### config.mk
export PLATFORM = sky130hd
export DESIGN_NAME = imem_loader_flat
export DESIGN_NICKNAME = d
export VERILOG_FILES = /design/src/rtl/imem_loader_pkg.sv /design/src/rtl/imem_loader_if.sv /design/src/rtl/imem_loader_word_assembler.sv /design/src/rtl/imem_loader.sv /design/src/flat_wrapper.sv
export SDC_FILE = /design/constraint.sdc
export NUM_CORES = 1
export LEC_CHECK = 0
export BUFFER_PORTS_ARGS = -buffer_cell sky130_fd_sc_hd__buf_4
export CAP_MARGIN = 20
export CORE_AREA = 2 2 93 95
export DETAILED_ROUTE_END_ITERATION = 12
export DIE_AREA = 0 0 95 97
export HOLD_SLACK_MARGIN = 0.15
export PLACE_DENSITY = 0.78
export SLEW_MARGIN = 10
export SYNTH_ARGS = -nofsm -noshare
export SYNTH_HDL_FRONTEND = slang
export SYNTH_SLANG_ARGS = --single-unit
### constraint.sdc
create_clock -name clk -period 2.4 [get_ports clk]
set_clock_uncertainty 0.05 [all_clocks]
set_input_delay 0.24 -clock clk [delete_from_list [all_inputs] [get_ports clk]]
set_output_delay 0.24 -clock clk [all_outputs]
set_load 0.01 [all_outputs]
### src/rtl/imem_loader_pkg.sv
// Shared definitions for the boot-time instruction-memory loader.
package imem_loader_pkg;

   // Width of the word-count header carried at the front of the stream.
   localparam int COUNT_W = 16;

   // Stream bytes that make up one instruction word.
   localparam int BYTES_PER_WORD = 4;

   // Loader states. The FSM register holds these raw encodings.
   localparam logic [2:0] ST_IDLE   = 3'd0;
   localparam logic [2:0] ST_CNT_LO = 3'd1;
   localparam logic [2:0] ST_CNT_HI = 3'd2;
   localparam logic [2:0] ST_DATA   = 3'd3;
   localparam logic [2:0] ST_FINISH = 3'd4;

   // Named view of the same encodings, for debug and waveform viewers.
   typedef enum logic [2:0] {
      IDLE   = ST_IDLE,
      CNT_LO = ST_CNT_LO,
      CNT_HI = ST_CNT_HI,
      DATA   = ST_DATA,
      FINISH = ST_FINISH
   } state_e;

endpackage

### src/rtl/imem_loader_if.sv
// Byte-stream input and instruction-RAM write port of the loader.
interface imem_loader_if;
   import imem_loader_pkg::*;

   logic [7:0]                  byte_in;
   logic                        byte_valid;
   logic                        byte_ready;
   logic                        we;
   logic [31:0]                 wa;
   logic [8*BYTES_PER_WORD-1:0] wd;

   // Host side: it supplies bytes and observes the RAM writes.
   modport master (output byte_in, byte_valid, input byte_ready, we, wa, wd);

   // Loader side.
   modport slave (input byte_in, byte_valid, output byte_ready, we, wa, wd);
endinterface

### src/rtl/imem_loader_word_assembler.sv
// Places stream bytes into a little-endian 32-bit word. The completed word
// already includes the byte accepted this cycle, so the caller can register
// it on the same edge as the 4th accept.
module imem_loader_word_assembler (
   input  logic        clk,
   input  logic        reset_n,
   input  logic        clear,
   input  logic        accept,
   input  logic [7:0]  byte_in,
   output logic [31:0] word,
   output logic        word_complete
);
   import imem_loader_pkg::*;

   logic [1:0] idx_reg;
   logic [7:0] lane_reg [BYTES_PER_WORD];

   // Byte index: advances on every accepted data byte and wraps after byte 3.
   always_ff @(posedge clk or negedge reset_n) begin
      if (!reset_n)
         idx_reg <= '0;
      else if (clear)
         idx_reg <= '0;
      else if (accept)
         idx_reg <= idx_reg + 2'd1;
   end

   generate
      for (genvar gi = 0; gi < BYTES_PER_WORD; gi++) begin : g_lane
         // Capture the byte into its lane when the index points here.
         always_ff @(posedge clk or negedge reset_n) begin
            if (!reset_n)
               lane_reg[gi] <= '0;
            else if (clear)
               lane_reg[gi] <= '0;
            else if (accept && idx_reg == 2'(gi))
               lane_reg[gi] <= byte_in;
         end

         // The current lane is bypassed so the full word is visible on the
         // cycle the last byte arrives.
         assign word[8*gi +: 8] = (idx_reg == 2'(gi)) ? byte_in : lane_reg[gi];
      end
   endgenerate

   assign word_complete = accept && (idx_reg == 2'(BYTES_PER_WORD - 1));

endmodule

### src/rtl/imem_loader.sv
// Boot-time program loader: parses a word-count header followed by
// little-endian instruction words and writes them to consecutive addresses
// of the instruction RAM, holding the CPU until the image is complete.
module imem_loader #(
   parameter int DEPTH = 64
) (
   input  logic           clk,
   input  logic           reset_n,
   input  logic           start,
   imem_loader_if.slave   bus,
   output logic           cpu_hold,
   output logic           done,
   output logic           error
);
   import imem_loader_pkg::*;

   localparam int K_W = $clog2(DEPTH) + 1;

   logic [2:0]         state_reg;
   logic [COUNT_W-1:0] count_reg;
   logic [K_W-1:0]     k_reg;
   logic               we_reg;
   logic [31:0]        wa_reg;
   logic [31:0]        wd_reg;
   logic               error_reg;

   logic               byte_ready;
   logic               accept;
   logic               asm_clear;
   logic               data_accept;
   logic [COUNT_W-1:0] count_full;
   logic [COUNT_W-1:0] k_plus_one;
   logic [31:0]        asm_word;
   logic               word_complete;

   assign byte_ready  = (state_reg == ST_CNT_LO) || (state_reg == ST_CNT_HI) ||
                        (state_reg == ST_DATA);
   assign accept      = bus.byte_valid && byte_ready;
   assign asm_clear   = (state_reg == ST_IDLE) && start;
   assign data_accept = accept && (state_reg == ST_DATA);
   // Full count as it will be once the high byte now on the bus is taken.
   assign count_full  = {bus.byte_in, count_reg[7:0]};
   assign k_plus_one  = COUNT_W'(k_reg) + COUNT_W'(1);

   imem_loader_word_assembler u_word_assembler (
      .clk           (clk),
      .reset_n       (reset_n),
      .clear         (asm_clear),
      .accept        (data_accept),
      .byte_in       (bus.byte_in),
      .word          (asm_word),
      .word_complete (word_complete)
   );

   // Loader FSM, header/word counters and the registered RAM write port.
   always_ff @(posedge clk or negedge reset_n) begin
      if (!reset_n) begin
         state_reg <= ST_IDLE;
         count_reg <= '0;
         k_reg     <= '0;
         we_reg    <= 1'b0;
         wa_reg    <= '0;
         wd_reg    <= '0;
         error_reg <= 1'b0;
      end else begin
         we_reg <= 1'b0;
         case (state_reg)
            ST_IDLE: begin
               if (start) begin
                  state_reg <= ST_CNT_LO;
                  error_reg <= 1'b0;
                  k_reg     <= '0;
               end
            end
            ST_CNT_LO: begin
               if (accept) begin
                  count_reg[7:0] <= bus.byte_in;
                  state_reg      <= ST_CNT_HI;
               end
            end
            ST_CNT_HI: begin
               if (accept) begin
                  count_reg <= count_full;
                  if (count_full > COUNT_W'(DEPTH)) begin
                     error_reg <= 1'b1;
                     state_reg <= ST_IDLE;
                  end else if (count_full == '0) begin
                     state_reg <= ST_FINISH;
                  end else begin
                     state_reg <= ST_DATA;
                  end
               end
            end
            ST_DATA: begin
               if (word_complete) begin
                  we_reg <= 1'b1;
                  wa_reg <= 32'({k_reg, 2'b00});
                  wd_reg <= asm_word;
                  k_reg  <= k_reg + K_W'(1);
                  if (k_plus_one == count_reg)
                     state_reg <= ST_FINISH;
               end
            end
            ST_FINISH: begin
               state_reg <= ST_IDLE;
            end
            default: begin
               state_reg <= ST_IDLE;
            end
         endcase
      end
   end

   assign bus.byte_ready = byte_ready;
   assign bus.we         = we_reg;
   assign bus.wa         = wa_reg;
   assign bus.wd         = wd_reg;
   assign cpu_hold       = (state_reg != ST_IDLE);
   assign done           = (state_reg == ST_FINISH);
   assign error          = error_reg;

endmodule

### src/flat_wrapper.sv
// flat-port wrapper written by rule: the top's interface ports become plain ports
module imem_loader_flat import imem_loader_pkg::*;
#(
   parameter int DEPTH = 64
)
  (clk, reset_n, start, cpu_hold, done, error, bus_byte_in, bus_byte_valid, bus_byte_ready, bus_we, bus_wa, bus_wd);
  imem_loader_if bus_i ();
  input  logic clk;
  input  logic reset_n;
  input  logic start;
  output logic cpu_hold;
  output logic done;
  output logic error;
  input wire logic [$bits(bus_i.byte_in)-1:0] bus_byte_in;
  input wire logic [$bits(bus_i.byte_valid)-1:0] bus_byte_valid;
  output wire logic [$bits(bus_i.byte_ready)-1:0] bus_byte_ready;
  output wire logic [$bits(bus_i.we)-1:0] bus_we;
  output wire logic [$bits(bus_i.wa)-1:0] bus_wa;
  output wire logic [$bits(bus_i.wd)-1:0] bus_wd;
  assign bus_i.byte_in = bus_byte_in;
  assign bus_i.byte_valid = bus_byte_valid;
  assign bus_byte_ready = bus_i.byte_ready;
  assign bus_we = bus_i.we;
  assign bus_wa = bus_i.wa;
  assign bus_wd = bus_i.wd;
  imem_loader #(.DEPTH(DEPTH)) u_core (.clk(clk), .reset_n(reset_n), .start(start), .bus(bus_i), .cpu_hold(cpu_hold), .done(done), .error(error));
endmodule
## Yosys cells after proc, flatten, opt, wreduce, memory -nomap -nowiden

Cells that the tools add are included.

- Register bits: 101
- Bits in latches: 0
- Bits in writable memories: 0
- Bits in read-only memories: 0
- Input port bits: 12
- Output and inout port bits: 69
- Logic and storage cells: 91
- Memories: 0

- $add $sub $neg: 3
- $mul: 0
- Divide/modulo/power cells: 0
- Order comparisons: 1
- Equality and inequality tests: 14
- Shift-type cells: 0
- Mux-type cells: 33
- Bitwise logic cells: 1
- Reductions and logical operators: 26

Operators with widths:

| operator | count |
|---|---|
| 8-bit two-way mux | 13 |
| 3-bit two-way mux | 7 |
| 16-bit equality test | 1 |
| 16-bit by 7-bit greater-than comparator with 1-bit output (second input constant) | 1 |
| 16-bit logical NOT | 1 |
| 8-bit one-hot mux with 2 select lines | 1 |
| 7-bit two-way mux | 2 |
| 7-bit one-hot mux with 2 select lines | 1 |
| 2-bit nonzero test | 7 |
| 3-bit one-hot mux with 4 select lines | 1 |
| 7-bit by 1-bit adder with 8-bit output (second input constant) | 1 |
| 2-bit != test (second input constant) | 4 |
| 7-bit by 1-bit adder with 7-bit output (second input constant) | 1 |
| 1-bit logical AND | 7 |
| 3-bit by 2-bit equality test with 1-bit output (second input constant) | 2 |
| 3-bit AND reduction | 2 |
| 1-bit two-way mux | 5 |
| 5-bit AND reduction | 1 |
| 2-bit equality test (second input constant) | 2 |
| 2-bit two-way mux | 2 |
| 2-bit by 1-bit != test with 1-bit output (second input constant) | 2 |
| 2-bit AND reduction | 2 |
| 4-bit AND reduction | 1 |
| 3-bit by 1-bit equality test with 1-bit output (second input constant) | 1 |
| other kinds (9) | 10 |

## Longest topological paths before layout

Gate-level depths: netlist (run 1).

- Word-level depth: 8
- Mapped depth: 8
- Mapped depth without buffers: 6

## By module

From an unflattened synthesis (run 1), not the netlist that was laid out.

- Cell total of the unflattened synthesis: 509
- Area total of the unflattened synthesis: 5159.9 um2

By module, submodules not included:

| module | times used | cells an instance | area each (um2) | sequential area each (um2) |
|---|---|---|---|---|
| imem_loader | 1 | 343 | 3166.8 | 1676.6 |
| imem_loader_word_assembler | 1 | 166 | 1993.2 | 850.8 |

## Least setup slack after synthesis (run 1)

Ideal clock, no wire load.

- Path kind: flip-flop to flip-flop
- From: register u_core.k_reg[0]
- To: register u_core.state_reg[2]
- Arrival: 1.878 ns
- Required time: 2.273 ns
- Slack: 0.395 ns
- Stages on the path, launching flop included: 8
- Buffers on the path: 1
- Path through: dfrtp_1 ha_1 clkbuf_2 o21ba_1 a221oi_2 o211ai_1 or4_1 a21oi_1

- Cells in the longest elaborated chain, start to end: 4

Ends and longest elaborated chain:

| what | RTL line | source |
|---|---|---|
| start, declared | imem_loader.sv:21 | `logic [K_W-1:0] k_reg;` |
| start signal, assigned | imem_loader.sv:99 | `k_reg <= k_reg + K_W'(1);` |
| 7-bit by 1-bit adder with 8-bit output | imem_loader.sv:43 | `assign k_plus_one = COUNT_W'(k_reg) + COUNT_W'(1);` |
| 16-bit equality test | imem_loader.sv:100 | `if (k_plus_one == count_reg)` |
| 2-bit != test (no source line) | - |  |
| 5-bit AND reduction (no source line) | - |  |
| end signal, assigned | imem_loader.sv:101 | `state_reg <= ST_FINISH;` |
| end signal, assigned | imem_loader.sv:105 | `state_reg <= ST_IDLE;` |
| end signal, assigned | imem_loader.sv:108 | `state_reg <= ST_IDLE;` |
| end, declared | imem_loader.sv:19 | `logic [2:0] state_reg;` |

No other way between the ends.
A chain may end at the register's enable or synchronous reset.

## Worst setup path after layout (run 1)

Same ends and word-level chain as after synthesis.

==> out/qor.txt, run 1 <==
Outcome -> completed
Required time worst endpoint -> 2.63 ns
Max H-tree Level -> 3
FFs w/ async S/R, synth -> 100%
Area delta synth->final -> 15.2%
Worst-path cell chain -> ha_1, o21ba_1, a221oi_2, o211ai_1, or4_1, a21oi_1
CTS Sinks -> 93
Largest net degree at the start of global routing -> 52
Area of the core -> 8130 um2
Share of cells above drive strength 1 -> 19.8%
Synth unique cells -> 44
Drc violations -> 0
Max FFs per register -> 32
Final-report setup violation count -> 0
Final Max Tran Viols -> 0
Post-Synthesis Cells -> 446
DIE WIDTH -> 95 um
Critical path's largest stage delay -> 0.46 ns
PnR worst setup slack -> 0.242 ns
Initial core utilization -> 54.0%
Pre-CTS setup slack -> 0.285 ns
CTS root buffer -> clkbuf_8
Global-route wire length before repair -> 15.8 mm
Via density per instance -> 5.30
Starting DRC count in detailed routing -> 208
Port Buffers -> 55
Hold Crit Class -> in -> reg
Placed cell areas -> 4780 um2
Final instance area -> 5060 um2
DRT Pass-1 Iters -> 4
Final hold slack -> 0.251 ns
Die Area -> 9220 um2
Data arrival time of the worst path -> 2.39 ns
Peak Freq -> 0.463 GHz
Clock Power Share -> 17.1%
Max VDD drop -> 0.474 mV
Fillers -> 669
Inserted Diodes -> 0
Final WL -> 9.40 mm
YS warnings -> 0
Worst hold path stage count -> 4
Rel. slew slack -> 33.7%
Critical path fanouts, max -> 7
Final std cells w/o fill -> 611
Number of synthesized register bits -> 93
Seq pwr share -> 44.7%
GR Overflow Total -> 0
Placed cell count -> 585
CP max-delay cell -> dfrtp_1
Final hold viol count -> 0
Clock buffer count from CTS -> 9
Clk_lat worst skew -> 0.36 ns
FF-to-FF path depth -> 6
Post-Syn Area -> 4390 um2
Clock transition at path regs -> 0.09 ns
Post-route minimum period -> 2.16 ns
Max Cap Viol -> 0
Clock Tree Buf Depth -> 2
P_leak -> 2.51 nW
Placer congestion estimate -> 0.827
Total GRT Usage -> 22.0%
Initial antenna violation count -> 0
Via count -> 3238
WL per Instance -> 15.4 um
Critical path endpoint category -> register
Measured slew at the worst slew-check pin -> 0.995 ns
HPWL after DPL -> 6.55 mm
Vias in the first global route -> 3154
Post-synth EDFFs -> 0
Sw frac -> 36.8%
Die Span Y -> 97 um
Fin crit share -> 89.9%
Combinational power share -> 38.2%
CTS tree -> done
Setup TNS -> 0 ns
RSZ-0062 raised after global routing -> false
Cell Pwr Density -> 1140 nW/um2
Mean Syn Cell Area -> 9.85 um2
Int Pwr -> 0.00363 W
Nets@finish -> 518
Sequential share of the synthesized area -> 53.0%
Site row count -> 33
Crit. path cell count -> 6
I/O pins -> 81
Net switching power -> 0.00212 W
Top delay family on crit path -> compound AO/OA/AOI/OAI gates
Setup Crit Path Kind -> reg -> reg
Worst path bufs/invs -> 0
Antenna Nets Post-Route -> 0
Most common flop cell mapped by yosys -> dfrtp_1
Startpoint types -> register
-- kinds of logic (layout without fill, tap and decap cells) --
family          after synthesis  count (layout)  share of synthesized area, %
simple gates                158             158                          15.7
flops                        93              93                          53.0
compound gates               82              82                          10.4
buf+inv                      56              92                          7.57
mux                          42              42                          10.1
xor+xnor                      9               9                          1.79
fa+ha+maj                     5               5                          1.42
other cells                   1              25                        0.0853
-- worst min-delay path, stage by stage --
cell and delay (ns):
buf_4 0.09, mux2_2 0.15, nor3_1 0.05, a21oi_1 0.10
-- per-layer routing --
metal / share of wire [%] / vias to the layer above / track usage (%)
li1: - / 1569 / -
met1: 47 / 1560 / 31.9
met2: 46 / 97 / 33.4
met3: 4.4 / 12 / 2.96
met4: 1.8 / 0 / 8.47
met5: 0 / - / 0
-- area by class of cell --
class	count	area, um2	area share [%]
Multi-Input combinational cell	321	1830	36.1
Tap cell	105	131	2.60
Clock inverter	4	30.0	0.593
Inverter	4	15.0	0.297
Timing Repair Buffer	72	576	11.4
Clock buffer	12	155	3.07
Sequential cell	93	2330	46.0
-- through the flow --
stage | power, W | util, %
after detailed placement | 0.00477 | 58.7
after floorplan | 0.00394 | -
after global routing | 0.00618 | 62.2
after CTS | 0.00577 | 62.1
after global placement | 0.00465 | 58.7
final | 0.00575 | 62.2
-- power by group through the flow --
stage	Sequential [W]	Clock, W	Combinational [W]
after global routing	0.00264	0.00107	0.00247
after global placement	0.00257	0	0.00208
after detailed placement	0.00260	0	0.00217
after floorplan	0.00262	0	0.00132
after CTS	0.00257	0.00100	0.00220
final	0.00257	0.000982	0.00220
-- path summary, 6_finish.rpt --
kind	from	endpoint	slack [ns]
setup reg to reg	u_core.k_reg[0]$_DFFE_PN0P_	u_core.state_reg[2]$_DFFE_PN0P_	0.24
hold reg to reg	u_core.bus.wa[8]$_DFFE_PN0P_	u_core.bus.wa[8]$_DFFE_PN0P_	0.44
max in group asynchronous	reset_n	u_core.k_reg[3]$_DFFE_PN0P_	1.30
min in group asynchronous	reset_n	u_core.bus.wd[7]$_DFFE_PN0P_	0.34
setup / recovery	u_core.k_reg[0]$_DFFE_PN0P_	u_core.state_reg[2]$_DFFE_PN0P_	0.24
hold / removal	start	u_core.state_reg[1]$_DFFE_PN0P_	0.25
-- cell usage after synthesis (3+ instances only) --
library cell  instances  share of area [%]
a21oi_1              11                1.3
and2_1                3               0.43
and3_1                3               0.43
buf_1                 4               0.34
buf_2                10                1.1
buf_4                27                4.6
clkbuf_1              9               0.77
dfrtp_1              93                 53
ha_1                  5                1.4
inv_1                 4               0.34
mux2_2               17                4.4
mux2i_1              25                5.7
nand2_1             111                9.5
nand3_1               3               0.34
nand4_1               3               0.43
nor2_1               13                1.1
nor3_1                4               0.46
nor3b_1               3               0.51
nor4_1                4               0.57
o21ai_0              56                6.4
o31ai_1               4               0.68
xnor2_1               4               0.80
xor2_1                5                1.0
-- what timing repair did --
action	CTS	global route
hold endpoints to repair	50	0
resized for setup	0	0
hold buffers	9	0
buffers inserted	0	0
-- placed cells by master (no fill, tap or decap), types with 5 or more instances in the layout --
cell           instances
clkbuf_8              11
nand2_1              110
conb_1                25
a21oi_1               11
mux2i_1               25
ha_1                   5
xor2_1                 5
o21ai_0               56
mux2_2                17
dfrtp_1               93
nor2_1                13
dlygate4sd3_1          9
buf_4                 61
Power figures use the tool's default switching activity.
==> run 2: changes to the inputs <==
Clock period 2.4 ns to 2 ns, I/O delays scaled along.
==> run 2 against run 1 <==
Effect of this change: sequential power increased by 19%; setup slack got worse by 0.21 ns; power increased by 24%; global-route usage about the same; maximum frequency increased by 9.6%; cell count increased by 0.65%; combinational power increased by 24%; highest routed layer unchanged; clock power increased by 33%; wire length increased by 0.32%; register-to-register slack got worse by 0.21 ns.
==> out/qor.txt, run 2 (synthesized netlist as in run 1, its figures left out) <==
Outcome -> completed
FF-to-FF path depth -> 6 (unchanged)
Rel. slew slack -> 58.1% (+24 points)
Peak Freq -> 0.508 GHz (+9.6%)
Clock transition at path regs -> 0.09 ns (about the same)
Global-route wire length before repair -> 15.6 mm (-1.4%)
Most common cell after layout, fill and taps aside -> nand2_1
Drc violations -> 0 (unchanged)
Via density per instance -> 5.31 (+0.21%)
Worst path bufs/invs -> 0 (unchanged)
Via count -> 3266 (+0.86%)
Worst hold path stage count -> 4 (unchanged)
Initial antenna violation count -> 0 (unchanged)
P_leak -> 2.55 nW (+1.6%)
Total GRT Usage -> 22.0% (+0.047 points)
Measured slew at the worst slew-check pin -> 0.629 ns (-0.366 ns)
Area of the core -> 8130 um2 (unchanged)
Number of setup buffers added after CTS -> 0 (unchanged)
Destination of the worst hold path -> u_core.state_reg[1]$_DFFE_PN0P_
Crit. path cell count -> 6 (unchanged)
Data arrival time of the worst path -> 2.22 ns (-0.17 ns)
Clock Tree Buf Depth -> 2 (unchanged)
Reg-to-Reg End -> u_core.state_reg[2]$_DFFE_PN0P_
Hold Crit Class -> in -> reg
Startpoint types -> register
Final hold viol count -> 0 (unchanged)
Share of cells above drive strength 1 -> 22.5% (+2.8 points)
Max VDD drop -> 0.655 mV (+38%)
Worst-path cell chain -> ha_4, xor2_1, nor2_1, nand4_1, or4_1, a21oi_2
WL per Instance -> 15.3 um (-0.33%)
Final Max Tran Viols -> 0 (unchanged)
Post-route minimum period -> 1.97 ns (-0.190 ns)
Largest net degree at the start of global routing -> 57 (+9.6%)
Clock buffer count from CTS -> 9 (unchanged)
Reg-to-Reg Start -> u_core.k_reg[1]$_DFFE_PN0P_
Antenna Nets Post-Route -> 0 (unchanged)
Site row count -> 33 (unchanged)
Final-report setup violation count -> 0 (unchanged)
Critical path fanouts, max -> 3 (-4)
Max Cap Viol -> 0 (unchanged)
CTS root buffer -> clkbuf_8
Fin crit share -> 98.4% (+8.5 points)
Port Buffers -> 55 (unchanged)
Max H-tree Level -> 3 (unchanged)
Area delta synth->final -> 18.1%
Placer congestion estimate -> 0.802 (-3.0%)
PnR worst setup slack -> 0.0315 ns (-0.210 ns)
CTS tree -> done
Inserted Diodes -> 0 (unchanged)
Commonest cells after routing, fill and taps aside -> nand2_1, dfrtp_1, buf_4, o21ai_0
Vias in the first global route -> 3074 (-2.5%)
Die Area -> 9220 um2 (unchanged)
Required time worst endpoint -> 2.25 ns (-0.38 ns)
Hold Startpoint -> bus_byte_valid
HPWL after DPL -> 6.51 mm (-0.56%)
R2R setup slack -> 0.03 ns (-0.21 ns)
Cell Pwr Density -> 1370 nW/um2 (+21%)
Die Span Y -> 97 um (unchanged)
Setup Crit Path Kind -> reg -> reg
I/O pins -> 81 (unchanged)
Starting DRC count in detailed routing -> 198 (-4.8%)
Top delay family on crit path -> simple AND/OR/NAND/NOR gates
Initial core utilization -> 54.0% (unchanged)
CTS Sinks -> 93 (unchanged)
Critical path's largest stage delay -> 0.57 ns (+0.11 ns)
Max FFs per register -> 32 (unchanged)
Final hold slack -> 0.253 ns (+0.00149 ns)
DRT Pass-1 Iters -> 4 (unchanged)
Final WL -> 9.43 mm (+0.32%)
CP max-delay cell -> or4_1
Critical path endpoint category -> register
Nets@finish -> 522 (+0.77%)
DIE WIDTH -> 95 um (unchanged)
Final Util -> 63.8% (+1.6 points)
RSZ-0062 raised after global routing -> true
Clk_lat worst skew -> 0.37 ns (about the same)
GR Overflow Total -> 0 (unchanged)
Pre-CTS setup slack -> -0.0303 ns (-0.315 ns)
[run 2: cell count changes in the layout (fill, tap and decap cells not counted), moves of 2 or more]
cell	previous run	this run
a21oi_2	0	5
buf_4	61	64
a21oi_1	11	6
buf_12	1	3
inv_6	1	3
[run 2: worst min-delay path, delay by kind of cell]
family	cells	cell delay [ns]
buffers and inverters	1	0.10
and+or+nand+nor	1	0.04
muxes	1	0.16
AOI/OAI and AO/OA	1	0.12
[run 2: where the power goes]
part	internal, W	switching, W	leakage, nW	total (W)
logic	0.00131	0.00142	1.26	0.00273
clock network	0.000623	0.000689	0.104	0.00131
registers	0.00260	0.000478	1.19	0.00307
[run 2: worst max path at each step]
| stage | from | to |
|---|---|---|
| floorplan | u_core.k_reg[0]$_DFFE_PN0P_ | u_core.state_reg[2]$_DFFE_PN0P_ |
| finish | u_core.k_reg[1]$_DFFE_PN0P_ | u_core.state_reg[2]$_DFFE_PN0P_ |
| global placement | u_core.k_reg[0]$_DFFE_PN0P_ | u_core.state_reg[2]$_DFFE_PN0P_ |
| CTS | u_core.state_reg[2]$_DFFE_PN0P_ | u_core.u_word_assembler.lane_reg[10]$_DFFE_PN0P_ |
| detailed placement | u_core.state_reg[2]$_DFFE_PN0P_ | u_core.u_word_assembler.lane_reg[29]$_DFFE_PN0P_ |
| global route | u_core.k_reg[1]$_DFFE_PN0P_ | u_core.state_reg[2]$_DFFE_PN0P_ |
[run 2: routing by layer]
layer | track usage [%] | up-vias | share of wire, %
met5 | 0 | - | 0
met4 | 6.69 | 0 | 1.3
met3 | 4.67 | 8 | 6.7
met2 | 32.4 | 109 | 46
met1 | 32.8 | 1570 | 46
li1 | - | 1579 | -
[run 2: what timing repair did]
action,CTS,global route
hold buffers,9,0
endpoints found under the hold margin,70,0
pin swaps,0,5
setup endpoints to repair,11,14
gates resized for setup,4,8
gates cloned,0,0
[run 2: area by class of cell]
class                      instances  area [um2]
inverter                           4        18.8
fill                             641        2950
sequential                        93        2330
clock inverter                     6        68.8
timing repair buffer              76         631
multi-input combinational        321        1870
clock buffer                      10         138
tap                              105         131
[run 2: through the flow]
stage | total power (W) | area, um2 | TNS (ns) | std cells
3_5_place_dp | 0.00576 | 4840 | -0.0903 | 590
2_1_floorplan | 0.00473 | 4480 | 0 | 470
4_1_cts | 0.00709 | 5150 | -0.00287 | 615
3_3_place_gp | 0.00564 | 4840 | 0 | 590
6_report | 0.00711 | 5190 | 0 | 615
5_1_grt | 0.00767 | 5190 | -0.0593 | 615
